$ cat src/rtl/pipe_stage_buf.sv
// rtl/pipe_stage_buf.sv - generic pipeline stage register with skid buffer, flush and perf counters
module pipe_stage_buf #(
    parameter int DATA_W = 32,
    parameter int NCH    = 5,
    parameter int CNT_W  = 16
) (
    input  logic                  clk,
    input  logic                  reset,
    input  logic                  in_valid,
    output logic                  in_ready,
    input  logic [NCH*DATA_W-1:0] in_data,
    input  logic                  flush,
    output logic                  out_valid,
    input  logic                  out_ready,
    output logic [NCH*DATA_W-1:0] out_data,
    output logic [CNT_W-1:0]      stall_cnt,
    output logic [CNT_W-1:0]      bubble_cnt
);

    localparam int W = NCH * DATA_W;
    localparam logic [CNT_W-1:0] CNT_MAX = '1;

    typedef enum logic [1:0] {
        EMPTY = 2'd0,
        ONE   = 2'd1,
        TWO   = 2'd2
    } state_t;

    state_t         state, state_nxt;
    logic [W-1:0]   main_q, main_nxt;
    logic [W-1:0]   skid_q, skid_nxt;
    logic           in_fire, out_fire;

    assign in_fire  = in_valid && in_ready;
    assign out_fire = out_valid && out_ready;
    assign out_data = main_q;

    always_ff @(posedge clk or posedge reset) begin
        if (reset) begin
            state  <= EMPTY;
            main_q <= '0;
            skid_q <= '0;
        end else begin
            state  <= state_nxt;
            main_q <= main_nxt;
            skid_q <= skid_nxt;
        end
    end

    // Main is zeroed on every path into EMPTY so a bubble presents a nop word.
    always_comb begin
        state_nxt = state;
        main_nxt  = main_q;
        skid_nxt  = skid_q;
        if (flush) begin
            state_nxt = EMPTY;
            main_nxt  = '0;
            skid_nxt  = '0;
        end else begin
            case (state)
                EMPTY: begin
                    if (in_fire) begin
                        state_nxt = ONE;
                        main_nxt  = in_data;
                    end
                end
                ONE: begin
                    if (in_fire && out_fire) begin
                        main_nxt = in_data;
                    end else if (in_fire) begin
                        state_nxt = TWO;
                        skid_nxt  = in_data;
                    end else if (out_fire) begin
                        state_nxt = EMPTY;
                        main_nxt  = '0;
                    end
                end
                TWO: begin
                    if (out_fire) begin
                        state_nxt = ONE;
                        main_nxt  = skid_q;
                        skid_nxt  = '0;
                    end
                end
                default: begin
                    state_nxt = EMPTY;
                    main_nxt  = '0;
                    skid_nxt  = '0;
                end
            endcase
        end
    end

    // Handshake outputs decode registered state only, so out_ready never reaches in_ready.
    always_comb begin
        out_valid = 1'b0;
        in_ready  = 1'b1;
        case (state)
            EMPTY: begin
                out_valid = 1'b0;
                in_ready  = 1'b1;
            end
            ONE: begin
                out_valid = 1'b1;
                in_ready  = 1'b1;
            end
            TWO: begin
                out_valid = 1'b1;
                in_ready  = 1'b0;
            end
            default: begin
                out_valid = 1'b0;
                in_ready  = 1'b1;
            end
        endcase
    end

    always_ff @(posedge clk or posedge reset) begin
        if (reset) begin
            stall_cnt  <= '0;
            bubble_cnt <= '0;
        end else begin
            if (out_valid && !out_ready && stall_cnt != CNT_MAX) begin
                stall_cnt <= stall_cnt + 1'b1;
            end
            if (!out_valid && bubble_cnt != CNT_MAX) begin
                bubble_cnt <= bubble_cnt + 1'b1;
            end
        end
    end

endmodule

$ cat config.mk
export PLATFORM = sky130hd
export DESIGN_NAME = pipe_stage_buf
export DESIGN_NICKNAME = d
export VERILOG_FILES = /design/src/rtl/pipe_stage_buf.sv
export SDC_FILE = /design/constraint.sdc
export NUM_CORES = 1
export LEC_CHECK = 0
export ABC_AREA = 1
export CORE_MARGIN = 1.5
export CORE_UTILIZATION = 47
export DETAILED_ROUTE_END_ITERATION = 8
export PLACE_DENSITY = 0.77
export REMOVE_ABC_BUFFERS = 1
export SYNTH_ARGS = -nofsm -noshare
export SYNTH_HDL_FRONTEND = slang
export SYNTH_SLANG_ARGS = --single-unit
$ cat constraint.sdc
create_clock -name clk -period 11.4 [get_ports clk]
set_input_delay 1.14 -clock clk [delete_from_list [all_inputs] [get_ports clk]]
set_output_delay 1.14 -clock clk [all_outputs]
set_load 0.005 [all_outputs]
; Word-level counts from Yosys, hierarchy flattened
; Cells that the tools add are included.
; Widths: inputs -> output; s select.
[word_totals]
reg_bits = 354
input_bits = 165
output_inout_bits = 194
word_cells = 51
[classes]
addsub = 2
eq_ne = 12
muxes = 19
n_reduce_logical = 13
[op_table]
columns = op, n
row1 = $mux 160, 8
row2 = $pmux 160 s3, 2
row3 = $add 16x1->16 const B, 2
row4 = $ne 16x16->1 const B, 2
row5 = $mux 2, 6
row6 = $ne 3x3->1 const B, 4
row7 = $ne 4x4->1 const B, 3
row8 = $reduce_and 4->1, 3
row9 = $logic_and 1x1->1, 6
row10 = $pmux 2 s3, 1
row11 = $eq 2x1->1 const B, 1
row12 = $eq 2x2->1 const B, 1
row13 = $logic_not 1->1, 2
row14 = $logic_not 2->1, 1
row15 = $mux 1, 2
row16 = $ne 2x2->1 const B, 1
row17 = $reduce_or 2->1, 1

; Logic depth before layout (Yosys ltp)
[logic_depth]
word_depth = 9
depth_mapped = 12
ltp_nobuf = 10

; Worst setup path before layout
; OpenSTA, ideal clock, no wires.
[synth_path]
path_kind = input to register
start = in out_ready
end = reg skid_q[127]
setup_ps = 130
arrival_ps = 2061
required_time_ps = 11270
path_slack_ps = 9209
stages = 7
path_buffers = 2
path_cell_list = nand2_1 -> nor2_4 -> nand2_1 -> nand4_2 -> buf_2 -> clkbuf_1 -> o21ai_0
[synth_between]
elab_chain_len = 4
word_cells_on_any_way = 5
classes_between = eq/ne (2) / reduce/logical (3)
[synth_rtl]
columns = element, line_no
row1 = start: declaration, 14  ; input logic out_ready,
row2 = $logic_and 1x1->1 *, 35  ; assign out_fire = out_valid && out_ready;
row3 = $logic_and 1x1->1, 68  ; if (in_fire && out_fire) begin
row4 = $ne 3x3->1 (no source line), --
row5 = $reduce_and 4->1 (no source line) *, --
row6 = end signal: assignment, 46  ; skid_q <= skid_nxt;
row7 = end: declaration, 31  ; logic [W-1:0] skid_q, skid_nxt;
; Mark *: on every way between the ends. The rest lies on a longest branch, timed or not.
; A chain may end at the register's enable or synchronous reset.

; Worst setup path after layout
[layout_path]
start = in flush
end = reg main_q[18], in the netlist out_data[18]
[layout_between]
elab_chain_len = 2
word_cells_on_any_way = 6
classes_between = eq/ne (4) / mux (1) / reduce/logical (1)
[layout_rtl]
columns = element, line_no
row1 = start: declaration, 12  ; input logic flush,
row2 = $ne 4x4->1 (no source line) or $ne 3x3->1 (tied branches), --
row3 = $reduce_and 4->1 (no source line), --
row4 = end signal: assignment, 45  ; main_q <= main_nxt;
row5 = end: declaration, 30  ; logic [W-1:0] main_q, main_nxt;
; Several ways; a longest one is shown, not always the timed one.

==> flow_summary.yaml <==
run_status:
  status: "finished, final reports clean"
clock_tree:
  cts_tree: "yes"
  cts_sinks: 354
  ctsHoldBuffers: 0
  clkLatencyLatePin_ps: 520
  clk_pin_slew_worst_paths_ps: 60
  numCtsBuffers: 40
  post_cts_resized: 0
  cts-root-buf: "clkbuf_16"
  cts-htree-levels: 2
  postCtsSetupRepairBufs: 0
  ctsLongestPathBuffers: 3
timing:
  setup_viol: 0
  min_period_over_period_pct: 48.21
  hold_violations: 0
  rsz0062_at_grt: "false"
  finalSetupTns_ps: 0
  clock_skew_ps: 17.75
  tightest_slew_ps: 1308
  fin_crit_ps: 5496
  max-slew-margin-rel_pct: 12.77
  fmax_mhz: 182.0
  final-max-slew-violation-count: 0
floorplan:
  start_util_pct: 47.85
  core_area_mm2: 0.03767
  die_area_mm2: 0.03954
  dieWidth_um: 198.8
  ioPinCount: 359
  fp.dieH_um: 198.8
  core.rowCount: 71
route:
  first_pass_iters: 5
  drt-total-wl_mm: 56.28
  drc: 0
  first_iter_violations: 1786
  antenna_left: 0
  wl_per_cell_um: 17.55
  num_vias: 18280
  via_per_inst: 5.702
yosys:
  synth_flop_cell: "dfrtp_1"
  syn_area_mm2: 0.01802
  synth-edff-count: 0
  syn_area_per_cell_um2: 7.372
  async_flop_share_pct: 100.0
  synth_area_leaders: "dfrtp_1 (49%), nand2_1 (20%), nand3_1 (18%)"
  synth_cells: 2445
  yosysSeqAreaShare_pct: 49.15
  yosys.area.top_type: "dfrtp_1"
  synth.most_common_cell: "nand2_1"
  yosysUniqueCellTypes: 24
  synth_common_cells: "nand2_1 (954), nand3_1 (656), dfrtp_1 (354)"
  synth-seq-cells: 354
  yosys_warnings: 0
  synth.top_cell.area_share_pct: 49.15
grt:
  overflow: 0
  antenna_found_initial: 6
  grt_pass1_wl_mm: 91.31
  grt_use_total_pct: 28.49
  grt_max_degree: 178
  grt_pass1_vias: 17630
final_layout:
  fillers: 3366
  area_growth_syn_to_layout_pct: 27.47
  post-route-cell-area_mm2: 0.02298
  nets: 2835
  drive_above_1_share_pct: 3.418
  final_core_util_pct: 61.00
place:
  numPortBuffers: 358
  placed_area_mm2: 0.02161
  place_hpwl_mm: 32.98
  place.gp.congestion: 0.8792
critical_path:
  cp_cell_sequence: "clkdlybuf4s50_1 > inv_4 > nand3_1 > nand3_4 > inv_4 > buf_4 > nand3_1 > nand2_1"
  cpPeakStageDelay_ps: 1140
  critical_path_class: "input port to flip-flop"
  cp_slowest_cell: "inv_4"
  r2r_cells: 10
  critPathCaptureType: "flip-flop"
  critPathLaunchType: "input port"
  critPathMaxFanout: 84
  critPathRequiredTime_ps: 11850
  crit_arrival_ps: 5950
worst_hold_path:
  hold_class: "flip-flop to flip-flop"
  hold_depth: 2
run:
  drv_cap: 0
power_and_ir_drop:
  power_density_mw_per_mm2: 231.3
  leakagePower_nw: 10.47
  ir_worst_vdd_uv: 139.3
layout make-up:
cell class                 instances  area [um2]  share of cell area, %
clock inverter                     7       116.4                 0.5064
clock buffer                      63        1239                  5.391
antenna                            3       7.507                0.03267
tap                              511       639.4                  2.783
multi-input combinational       1864        8275                  36.02
inverter                          30       125.1                 0.5445
sequential                       354        8859                  38.55
timing repair buffer             374        3716                  16.17
path summary, 6_finish.rpt:
kind	startpoint	to	slack (ps)
setup / recovery	flush	out_data[18]	5900
hold / removal	out_data[70]	out_data[70]	480
setup reg to reg	state[0]	out_data[18]	6480
hold reg to reg	out_data[70]	out_data[70]	480
max in group asynchronous	reset	out_data[0]	8630
min in group asynchronous	reset	out_data[101]	1200
cells by family (layout without fill, tap and decap cells):
family	after synthesis	count (layout)	share of synthesized area [%]
simple gates	1665	1665	39.52
fa+ha+maj	6	6	0.4165
other cells	0	3	0
buf+inv	227	474	5.283
flops	354	354	49.15
compound gates	182	182	5.102
xor+xnor	11	11	0.5345
metrics by stage:
stage | hold slack, ps | std cells | power (mW) | setup slack, ps
3_3_place_gp | 461.3 | 3133 | 3.939 | 5597
6_report | 478.5 | 3206 | 5.314 | 5904
3_5_place_dp | 463.9 | 3133 | 3.991 | 5433
5_1_grt | 491.5 | 3205 | 5.651 | 5622
4_1_cts | 480.0 | 3203 | 5.335 | 5971
2_1_floorplan | 452.9 | 2248 | 2.992 | 439.8
cell usage in the layout, fill, tap and decap left out, types with 13 or more instances in the layout:
cell             Yosys  final
buf_4                2     15
clkbuf_16            0     41
clkbuf_8             0     13
clkdlybuf4s50_1      0    358
dfrtp_1            354    354
inv_1               26     25
nand2_1            954    954
nand3_1            656    656
nor2_1              40     39
o21ai_0            179    179
layer usage:
metal  track usage, %  up-vias  routed length [um]
li1                 -     8501                   -
met1            38.82     8800               23460
met2            45.22      837               25830
met3            4.798      138                4907
met4            11.56        6                2044
met5                0        -                  41
worst max-delay path, delay by kind of cell:
| family | cells | cell delay [ps] |
|---|---|---|
| buffers and inverters | 4 | 3080 |
| and+or+nand+nor | 4 | 1510 |
state kept, by name, indices dropped and copies added, names as in the netlist:
| register | cells |
|---|---|
| out_data | 160 |
| skid_q | 160 |
| bubble_cnt | 16 |
| stall_cnt | 16 |
| state | 2 |
power by group:
group	internal [mW]	leakage, nW	total, mW	switching (mW)
Sequential	1.63	4.78	1.89	0.263
Clock	0.811	0.664	1.33	0.516
Combinational	0.803	5.03	2.10	1.29
Total	3.24	10.5	5.31	2.07
No activity file was read; power rests on OpenSTA's default activity.
